===== src/rtl/ram_req_ctrl.sv =====
// Queued read/write front-end for a RAM with registered read data; optional RAM_CTRL_ADDR_CHECK_EN range check.
// Latency: accepted command issues 1 cycle later; read accept -> rsp_valid 3 cycles in an idle system.
// Backpressure: req_ready low while the command FIFO is full; a read head stalls at 2 outstanding responses.
module ram_req_ctrl #(
    parameter int DATA_W    = 32,
    parameter int ADDR_W    = 4,
    parameter int MEM_DEPTH = 8,
    parameter int CMD_DEPTH = 4
) (
    input  logic              clk,
    input  logic              rst,
    input  logic              req_valid,
    output logic              req_ready,
    input  logic              req_wr,
    input  logic [ADDR_W-1:0] req_addr,
    input  logic [DATA_W-1:0] req_wdata,
    output logic              rsp_valid,
    input  logic              rsp_ready,
    output logic [DATA_W-1:0] rsp_rdata,
    output logic              rsp_err,
    output logic              wr_drop,
    output logic              ram_wr_enb,
    output logic [ADDR_W-1:0] ram_wr_addr,
    output logic [DATA_W-1:0] ram_data_in,
    output logic              ram_rd_enb,
    output logic [ADDR_W-1:0] ram_rd_addr,
    input  logic [DATA_W-1:0] ram_data_out,
    output logic              busy
);
    localparam int PTR_W = $clog2(CMD_DEPTH);
    localparam logic [PTR_W:0] CMD_FULL = (PTR_W+1)'(CMD_DEPTH);

    typedef struct packed {
        logic              wr;
        logic [ADDR_W-1:0] addr;
        logic [DATA_W-1:0] wdata;
    } cmd_t;

    typedef struct packed {
        logic              err;
        logic [DATA_W-1:0] rdata;
    } rsp_t;

    cmd_t             cmd_mem [CMD_DEPTH];
    logic [PTR_W-1:0] cmd_wr_ptr;
    logic [PTR_W-1:0] cmd_rd_ptr;
    logic [PTR_W:0]   cmd_cnt;
    cmd_t             cmd_head;
    logic             cmd_push;
    logic             cmd_pop;

    rsp_t       rsp_mem [2];
    logic       rsp_wr_ptr;
    logic       rsp_rd_ptr;
    logic [1:0] rsp_cnt;
    rsp_t       rsp_head;
    logic       rsp_push;
    logic       rsp_pop;

    logic rd_pend;
    logic rd_pend_err;
    logic rd_take;
    logic addr_ok;
    logic credit_ok;

    assign cmd_head  = cmd_mem[cmd_rd_ptr];
    assign req_ready = (cmd_cnt != CMD_FULL) && !rst;
    assign cmd_push  = req_valid && req_ready;

`ifdef RAM_CTRL_ADDR_CHECK_EN
    assign addr_ok = {1'b0, cmd_head.addr} < (ADDR_W+1)'(MEM_DEPTH);
`else
    assign addr_ok = 1'b1;
`endif

    // A read counts against the credit from issue until its response is popped.
    assign credit_ok = ({1'b0, rd_pend} + rsp_cnt) < 2'd2;

    always_comb begin
        cmd_pop     = 1'b0;
        rd_take     = 1'b0;
        wr_drop     = 1'b0;
        ram_wr_enb  = 1'b0;
        ram_wr_addr = '0;
        ram_data_in = '0;
        ram_rd_enb  = 1'b0;
        ram_rd_addr = '0;
        if (!rst && cmd_cnt != '0) begin
            if (cmd_head.wr) begin
                cmd_pop = 1'b1;
                if (addr_ok) begin
                    ram_wr_enb  = 1'b1;
                    ram_wr_addr = cmd_head.addr;
                    ram_data_in = cmd_head.wdata;
                end else begin
                    wr_drop = 1'b1;
                end
            end else if (credit_ok) begin
                cmd_pop = 1'b1;
                rd_take = 1'b1;
                if (addr_ok) begin
                    ram_rd_enb  = 1'b1;
                    ram_rd_addr = cmd_head.addr;
                end
            end
        end
    end

    assign rsp_head  = rsp_mem[rsp_rd_ptr];
    assign rsp_valid = rsp_cnt != 2'd0;
    assign rsp_rdata = rsp_valid ? rsp_head.rdata : '0;
    assign rsp_err   = rsp_valid && rsp_head.err;
    assign rsp_push  = rd_pend;
    assign rsp_pop   = rsp_valid && rsp_ready;
    assign busy      = (cmd_cnt != '0) || rd_pend || rsp_valid;

    always_ff @(posedge clk) begin
        if (rst) begin
            cmd_wr_ptr  <= '0;
            cmd_rd_ptr  <= '0;
            cmd_cnt     <= '0;
            rd_pend     <= 1'b0;
            rd_pend_err <= 1'b0;
            rsp_wr_ptr  <= 1'b0;
            rsp_rd_ptr  <= 1'b0;
            rsp_cnt     <= 2'd0;
        end else begin
            if (cmd_push) cmd_wr_ptr <= cmd_wr_ptr + PTR_W'(1);
            if (cmd_pop)  cmd_rd_ptr <= cmd_rd_ptr + PTR_W'(1);
            case ({cmd_push, cmd_pop})
                2'b10:   cmd_cnt <= cmd_cnt + (PTR_W+1)'(1);
                2'b01:   cmd_cnt <= cmd_cnt - (PTR_W+1)'(1);
                default: cmd_cnt <= cmd_cnt;
            endcase
            rd_pend     <= rd_take;
            rd_pend_err <= rd_take && !addr_ok;
            if (rsp_push) rsp_wr_ptr <= ~rsp_wr_ptr;
            if (rsp_pop)  rsp_rd_ptr <= ~rsp_rd_ptr;
            case ({rsp_push, rsp_pop})
                2'b10:   rsp_cnt <= rsp_cnt + 2'd1;
                2'b01:   rsp_cnt <= rsp_cnt - 2'd1;
                default: rsp_cnt <= rsp_cnt;
            endcase
        end
    end

    // Storage only; occupancy is governed by the pointers above.
    always_ff @(posedge clk) begin
        if (cmd_push) cmd_mem[cmd_wr_ptr] <= '{wr: req_wr, addr: req_addr, wdata: req_wdata};
        if (rsp_push) rsp_mem[rsp_wr_ptr] <= '{err: rd_pend_err, rdata: rd_pend_err ? '0 : ram_data_out};
    end

endmodule


===== config.mk =====
export PLATFORM = sky130hd
export DESIGN_NAME = ram_req_ctrl
export DESIGN_NICKNAME = d
export VERILOG_FILES = /design/src/rtl/ram_req_ctrl.sv
export SDC_FILE = /design/constraint.sdc
export NUM_CORES = 1
export LEC_CHECK = 0
export ABC_AREA = 0
export CAP_MARGIN = 20
export CORE_ASPECT_RATIO = 0.9
export CORE_MARGIN = 2
export CORE_UTILIZATION = 53
export DETAILED_ROUTE_END_ITERATION = 7
export HOLD_SLACK_MARGIN = 0.12
export MAX_ROUTING_LAYER = met4
export PLACE_DENSITY = 0.82
export SYNTH_ARGS = -nofsm -noshare
export SYNTH_HDL_FRONTEND = slang
export SYNTH_SLANG_ARGS = --single-unit

===== constraint.sdc =====
create_clock -name clk -period 2.8 [get_ports clk]
set_clock_uncertainty 0.15 [all_clocks]
set_input_delay 0.28 -clock clk [delete_from_list [all_inputs] [get_ports clk]]
set_output_delay 0.28 -clock clk [all_outputs]
set_load 0.005 [all_outputs]

==> Yosys cells after proc, flatten, opt, wreduce, memory -nomap -nowiden <==
Memories as Yosys holds them, arrays and structs flattened. A register that Yosys moved wholly into a read port is not among the register bits.
Cells that the tools add are included.
{ "op_classes": {"n_addsub": 7, "n_mul": 0, "div": 0, "order_cmp": 1, "eq_ne": 5, "n_shift": 0, "muxes": 25, "bitwise": 2, "reduce_logical": 12} }
{ "ops": {"columns": ["op", "count"], "rows": [
  ["32-bit 2-to-1 mux", 3],
  ["4-bit 2-to-1 mux", 5],
  ["1-bit 2-to-1 mux", 13],
  ["2-bit by 1-bit adder with 2-bit output (second input constant)", 3],
  ["3-bit one-hot mux with 2 select lines", 1],
  ["2-bit nonzero test", 3],
  ["2-bit by 1-bit equality test with 1-bit output (second input constant)", 2],
  ["2-bit equality test (second input constant)", 2],
  ["1-bit logical AND", 4],
  ["2-bit 2-to-1 mux", 2],
  ["2-bit one-hot mux with 2 select lines", 1],
  ["3-bit by 1-bit adder with 3-bit output (second input constant)", 1],
  ["3-bit inequality test (second input constant)", 1],
  ["3-bit nonzero test", 1],
  ["3-bit by 1-bit subtractor with 3-bit output (second input constant)", 1],
  ["1-bit by 2-bit adder with 2-bit output", 1],
  ["1-bit logical OR", 2],
  ["2-bit < comparator (second input constant)", 1],
  ["1-bit NOT", 2],
  ["2-bit by 1-bit subtractor with 2-bit output (second input constant)", 1],
  ["1-bit logical AND (second input constant)", 1],
  ["1-bit logical NOT", 1]
]} }
{ "word_totals": {"ff_bits": 12, "latchBits": 0, "ramBits": 212, "rom_bits": 0, "input_bits": 73, "n_memories": 2} }
{ "mem_list": {"columns": ["name", "words", "word_bits", "read_ports", "rd_ports_with_merged_regs", "wr", "line", "rtl"], "rows": [
  ["cmd_mem", 4, 37, 1, 1, 1, "44", "cmd_t cmd_mem [CMD_DEPTH];"],
  ["rsp_mem", 2, 32, 1, 1, 1, "52", "rsp_t rsp_mem [2];"]
]} }

==> Logic depth before layout (Yosys ltp) <==
{ "depth": {"ltp_word": 7, "depth_mapped": 10} }

==> Least setup slack after synthesis <==
OpenSTA, ideal clock, no wires.
{ "synth_timing": {"path_kind": "register -> register", "start": "reg cmd_cnt[0]", "end": "mem cmd_mem[1][0] (netlist bit) (enable)", "setup_time_ns": 0.398, "arrival_ns": 1.995, "required_ns": 2.252, "slack_ns": 0.257, "stages_incl_launch_ff": 4, "path_buffers": 0, "cell_sequence": "dfxtp_1 nor2_1 a211oi_1 and2_1"} }
{ "synth_between": {"elab_chain_cells": 5} }
{ "synth_rtl": {"columns": ["item", "line", "rtl"], "rows": [
  ["start: declaration", "47", "logic [PTR_W:0] cmd_cnt;"],
  ["start signal: assignment", "131", "2'b10: cmd_cnt <= cmd_cnt + (PTR_W+1)'(1);"],
  ["start signal: assignment", "132", "2'b01: cmd_cnt <= cmd_cnt - (PTR_W+1)'(1);"],
  ["start signal: assignment", "133", "default: cmd_cnt <= cmd_cnt;"],
  ["3-bit inequality test", "67", "assign req_ready = (cmd_cnt != CMD_FULL) && !rst;"],
  ["1-bit logical AND", "67", null],
  ["1-bit logical AND", "68", "assign cmd_push = req_valid && req_ready;"],
  ["1-bit 2-to-1 mux", "149", "if (cmd_push) cmd_mem[cmd_wr_ptr] <= '{wr: req_wr, addr: req_addr, wdata: req_wdata};"],
  ["1-bit 2-to-1 mux (not written as such)", "149", null],
  ["end: declaration", "44", null]
]} }
No other way between the ends.

==> impl_metrics.ini <==
[global_route]
grt_max_degree = 37
grt.overflow.total = 0
antenna_found_initial = 0
grt_pass1_vias = 5112
grt_pass1_wl_mm = 29.10
grt_use_total = 0.2217

[worst_setup_path]
crit_end = ram_data_in[5]
rr_worst_depth = 11
crit_path_end_kind = output port
reg2reg_slack_ns = 0.11
cp_max_fo = 5
start_kind = flip-flop
criticalPathCategory = flip-flop to output port
required_ns = 2.37
arrival_ns = 2.35
r2r-end = cmd_cnt[2]

[synthesis]
yosys.area.top_type_share = 0.7252
synthFlopType = edfxtp_1
yosysSeqAreaShare = 0.7594
synth.top_cells.by_count = edfxtp_1 (212), nor2_1 (45), mux4_2 (37)
yosysMostFrequentCell = edfxtp_1
syn-mean-instance-area_um2 = 18.72
synth_top_cells_by_area = edfxtp_1 (73%), mux4_2 (9.5%), mux2i_1 (3.6%)
synth_top_cell_by_area = edfxtp_1
synth_async_sr_flop_share = 0
syn-cell-area_um2 = 8778
ys_seq_elements = 227
netlist_instances = 469
yosys_warnings = 0
synth_edf_count = 212
synth_cell_types = 32

[routing]
drc = 0
vias = 4958
drt_iter0_drc = 375
totalWireLength_mm = 19.76
drtAntennaViolNets = 0
first_pass_iters = 4
routed_via_density = 5.634
post_drt_wl_per_cell_um = 22.46

[hold_path]
min_path_type = primary input to flip-flop
min_from = ram_data_out[7]

[clock_tree]
clk_latency_ns = 0.50
cts_tree = yes
cts_num_sinks = 227
numCtsBuffers = 23
path_clk_slew_ns = 0.06
htree_levels = 1
hold_buffers = 0
cts-root-buf = clkbuf_16
ctsLongestPathBuffers = 3

[power_and_ir_drop]
seqPwrFrac = 0.422
swShare = 0.2507
p_int_uw = 7300
p_switching_uw = 2443
peakVddDrop_mv = 0.5558
pwr-share-comb = 0.244
power.share.clock = 0.334
cellLeakagePower_uw = 0.004404
pwr_density_cell_nw_per_um2 = 825.5

[die]
num_rows = 44
core_area_um2 = 16190
die_w_um = 139.7
die_area_um2 = 17610
dieHeight_um = 126.1
start_util = 0.5424
io_pins = 152

[cells_and_area]
area_growth_pct = 34.45
fin_util = 0.7292
fin_nets = 736
drive_gt1_frac = 0.1902
diodes = 0
fill_cells = 991

[sta]
tns_ns = 0
finalHoldViolations = 0
setup_ws_ns = 0.01609
period_minus_slack_ns = 2.784
rsz0062_at_grt = true
fmax_mhz = 359.2
setup_viol_count_final = 0
slew_viol_final = 0
timing.final.crit_share = 0.9943

[place]
routabilityCongestion = 0.7151
hpwl_mm = 11.11
io_buffers = 149
dp_slack_ns = 0.1553

[job]
drv_cap = 0

[run_status]
status = finished, final reports clean
==> power by group through the flow <==
| stage | sequential, uW | combinational [uW] | clock [uW] |
|---|---|---|---|
| after global routing | 4130 | 2540 | 3440 |
| after detailed placement | 4170 | 2000 | 0 |
| after CTS | 4110 | 2160 | 3300 |
| after global placement | 4150 | 1960 | 0 |
| after floorplan | 4110 | 1140 | 0 |
| final | 4110 | 2380 | 3250 |
==> cell type report <==
class,count,area [um2],area share
clock buffers,28,604.3,0.05120
clock inverters,14,203.9,0.01728
inverters,11,41.29,0.003498
multi-input cells,204,1966,0.1665
flip-flops and latches,227,6673,0.5654
well taps,207,259.0,0.02194
repair buffers,189,2056,0.1742
==> stage by stage <==
stage          cells  cell area [um2]  total power [uW]  hold WS [ns]
2_1_floorplan    470             8782              5248        0.2289
3_3_place_gp     814            10620              6110        0.3331
3_5_place_dp     814            10620              6171        0.3499
4_1_cts          865            11550              9568        0.1909
5_1_grt          880            11800             10110        0.1951
6_report         880            11800              9743        0.2092
==> worst min path at each step <==
stage	end	slack [ns]	depth (start not counted)
after floorplan	cmd_mem[0][0]	0.23	0
after global placement	flip-flop	0.33	2
after detailed placement	flip-flop	0.35	2
after CTS	rsp_mem[1][7]	0.19	1
after global routing	rsp_mem[1][29]	0.20	1
final	rsp_mem[1][7]	0.21	1
==> worst max-delay path: stages (launching register included) <==
cell             delay (ns)
dfxtp_4                0.37
buf_6                  0.15
clkbuf_16              0.17
mux4_2                 0.51
and3_1                 0.20
clkdlybuf4s50_1        0.44
==> cells by family (layout without fill, tap and decap cells) <==
| family | Yosys count | in the layout | share of synthesized area |
|---|---|---|---|
| other | 1 | 2 | 0.0004272 |
| muxes | 69 | 69 | 0.1314 |
| xor gates and xnor gates | 7 | 7 | 0.006984 |
| buffers and inverters | 39 | 242 | 0.01981 |
| AOI/OAI and AO/OA | 15 | 15 | 0.01040 |
| DFF | 227 | 227 | 0.7594 |
| and+or+nand+nor | 104 | 104 | 0.06072 |
| adders and majority gates | 7 | 7 | 0.01083 |
==> sequential cells by signal, summed over array words and instances (netlist names), named ones only <==
register    flops
cmd_cnt         3
rsp_wr_ptr      1
rsp_rd_ptr      1
rsp_mem        64
cmd_mem       148
rsp_cnt         2
rd_pend         1
cmd_wr_ptr      2
cmd_rd_ptr      2
==> cells in the final DEF (no fill, tap or decap), drive strengths merged <==
| master | Yosys | layout |
|---|---|---|
| buf | 10 | 36 |
| ha | 6 | 6 |
| edfxtp | 212 | 212 |
| mux4 | 37 | 37 |
| dfxtp | 15 | 15 |
| xor2 | 3 | 3 |
| nand3 | 1 | 1 |
| and3 | 36 | 36 |
| dlygate4sd2 | 0 | 14 |
| bufinv | 0 | 5 |
| inv | 11 | 13 |
| and2 | 10 | 10 |
| fa | 1 | 1 |
| nand2 | 3 | 3 |
| clkdlybuf4s50 | 0 | 116 |
| clkinv | 0 | 6 |
| a21oi | 8 | 8 |
| conb | 1 | 2 |
| a21bo | 1 | 1 |
| clkinvlp | 0 | 1 |
| xnor2 | 4 | 4 |
| clkbuf | 18 | 32 |
| nor3 | 3 | 3 |
| o21ai | 3 | 3 |
| a211oi | 1 | 1 |
| mux2i | 32 | 32 |
| or3 | 3 | 3 |
| or2 | 1 | 1 |
| or4 | 1 | 1 |
| dlymetal6s2s | 0 | 19 |
| o31ai | 2 | 2 |
| nor2 | 45 | 45 |
| nand3b | 1 | 1 |
==> layer usage <==
layer  part of all wire  global-route usage
met1               0.39              0.2701
met5                  0                   -
met3              0.044             0.03042
met4              0.025             0.06294
met2               0.54              0.3927
==> timing repair <==
| item | in CTS | in global routing |
|---|---|---|
| pin swaps | 3 | 0 |
| gates cloned | 3 | 5 |
| setup buffers | 6 | 10 |
| gates resized for setup | 23 | 24 |
| endpoints found under the setup margin | 42 | 26 |
Note: power is estimated with default switching activity, not from simulation.
==> variant, RTL diff (same flow settings) <==
Set the parameter `ADDR_W` to 5 (it was 4).
--- a/src/rtl/ram_req_ctrl.sv
+++ b/src/rtl/ram_req_ctrl.sv
@@ -4,5 +4,5 @@
 module ram_req_ctrl #(
     parameter int DATA_W    = 32,
-    parameter int ADDR_W    = 4,
+    parameter int ADDR_W    = 5,
     parameter int MEM_DEPTH = 8,
     parameter int CMD_DEPTH = 4
Ports: changed (resized ram_rd_addr, ram_wr_addr and req_addr); port bits go from 152 to 155. No check against the original RTL was run, so the function may have changed too.
==> variant against the original RTL <==
  * First-iteration DRC count is 8.8% lower
  * Synthesized area up 1.8%
  * Sequential cell count up 4
  * Setup slack improved by 23 ps
  * Wire length decreased by 5.6%
  * Design area rose by 0.41%
  * Power is 3.2% higher
  * Non-clock buffer count up 1
  * Worst hold slack worse by 14 ps
==> variant: results <==
yosys:
  yosysSeqAreaShare_pct: 75.9
  synth-adder-area-share_pct: 1.06
  synth_area_per_cell_sq_um: 18.9
  synth-xor-area-share_pct: 0.686
  synth_edf_count: 216
  synthTopCellsByArea: "edfxtp_1, mux4_2, mux2i_1"
  synth_compound_area_share_pct: 1.13
  synth_cell_types: 31
  synth.area.mux_share_pct: 13.2
  ys_top_cells_by_count: "edfxtp_1, nor2_1, mux4_2"
  async_flop_share_pct: 0
global_route:
  grt_use_total_pct: 20.9
  grt_max_degree: 38
  use_met1_pct: 26.8
  antenna_found_initial: 0
  grtUsageMet2_pct: 34.8
  grt_pass1_vias: 5029
  grt_pass1_wl_microns: 27800
  use_met3_pct: 3.22
hold_path:
  hold_class: "in2reg"
  hold_depth: 1
  hold_start: "ram_data_out[29]"
  min_to: "rsp_mem[0][29]"
worst_setup_path:
  worstPathArrival_ps: 2330
  start_kind: "flop"
  endpoint: "ram_data_in[15]"
  crit_path_max_fanout: 6
  critical_path.top_delay_family: "buffers and inverters"
  cp_slowest_cell: "mux4_2"
  rr_worst_depth: 10
  reg2reg_to: "cmd_cnt[2]"
finish:
  top_regs: "cmd_mem x152, rsp_mem x64, cmd_cnt x3"
  n_antenna_cell: 0
  final_nets: 743
  layout-drive-gt1-share_pct: 19.1
clocking:
  numCtsBuffers: 24
  clock_latency_ps: 520
  post_cts_resize_count: 20
  htreeDepth: 1
  cts_buffer_depth: 3
  post_cts_buffers: 3
power:
  ir_drop_mv: 0.642
  leakage_uw: 0.00442
placement:
  placed_area_sq_um: 10800
  place_inst: 832
  hpwlAfterDp_microns: 11100
  place.gp.congestion: 0.736
  port_buffers: 152
route:
  wl_met2_microns: 9720
  wl_met3_microns: 791
  drt-met1-wl_microns: 7610
  wl_per_cell_microns: 20.9
  first_pass_iters: 4
  drt_iter0_drc: 342
  num_vias: 4888
  routed_wl_microns: 18700
timing:
  whs_ps: 195
status:
  status: "completed"
variant: cell count changes after synthesis, moves of 2 or more:
cell      change
nand2_1       -2
and3b_1       +2
buf_4         +3
and2_1        +3
buf_2         -2
buf_1         +4
edfxtp_1      +4
clkbuf_2      -3
variant: power by group:
group | internal, uW | switching (uW) | total (uW)
Sequential | 4060 | 134 | 4190
Combinational | 1550 | 1250 | 2800
Clock | 1820 | 1240 | 3050
Total | 7430 | 2620 | 10100
variant: area by class of cell:
class | count | area (sq um)
Timing Repair Buffer | 190 | 1960
Clock inverter | 12 | 119
Sequential cell | 231 | 6790
Fill cell | 1027 | 4810
Tap cell | 211 | 264
Multi-Input combinational cell | 205 | 2030
Inverter | 10 | 37.5
Clock buffer | 32 | 651
variant: metrics by stage:
stage	setup slack, ps	total power, uW
after floorplan	394	5590
after global placement	254	6640
after detailed placement	56.2	6730
after CTS	-4.86	9840
after global routing	-24.2	10500
final	38.7	10100
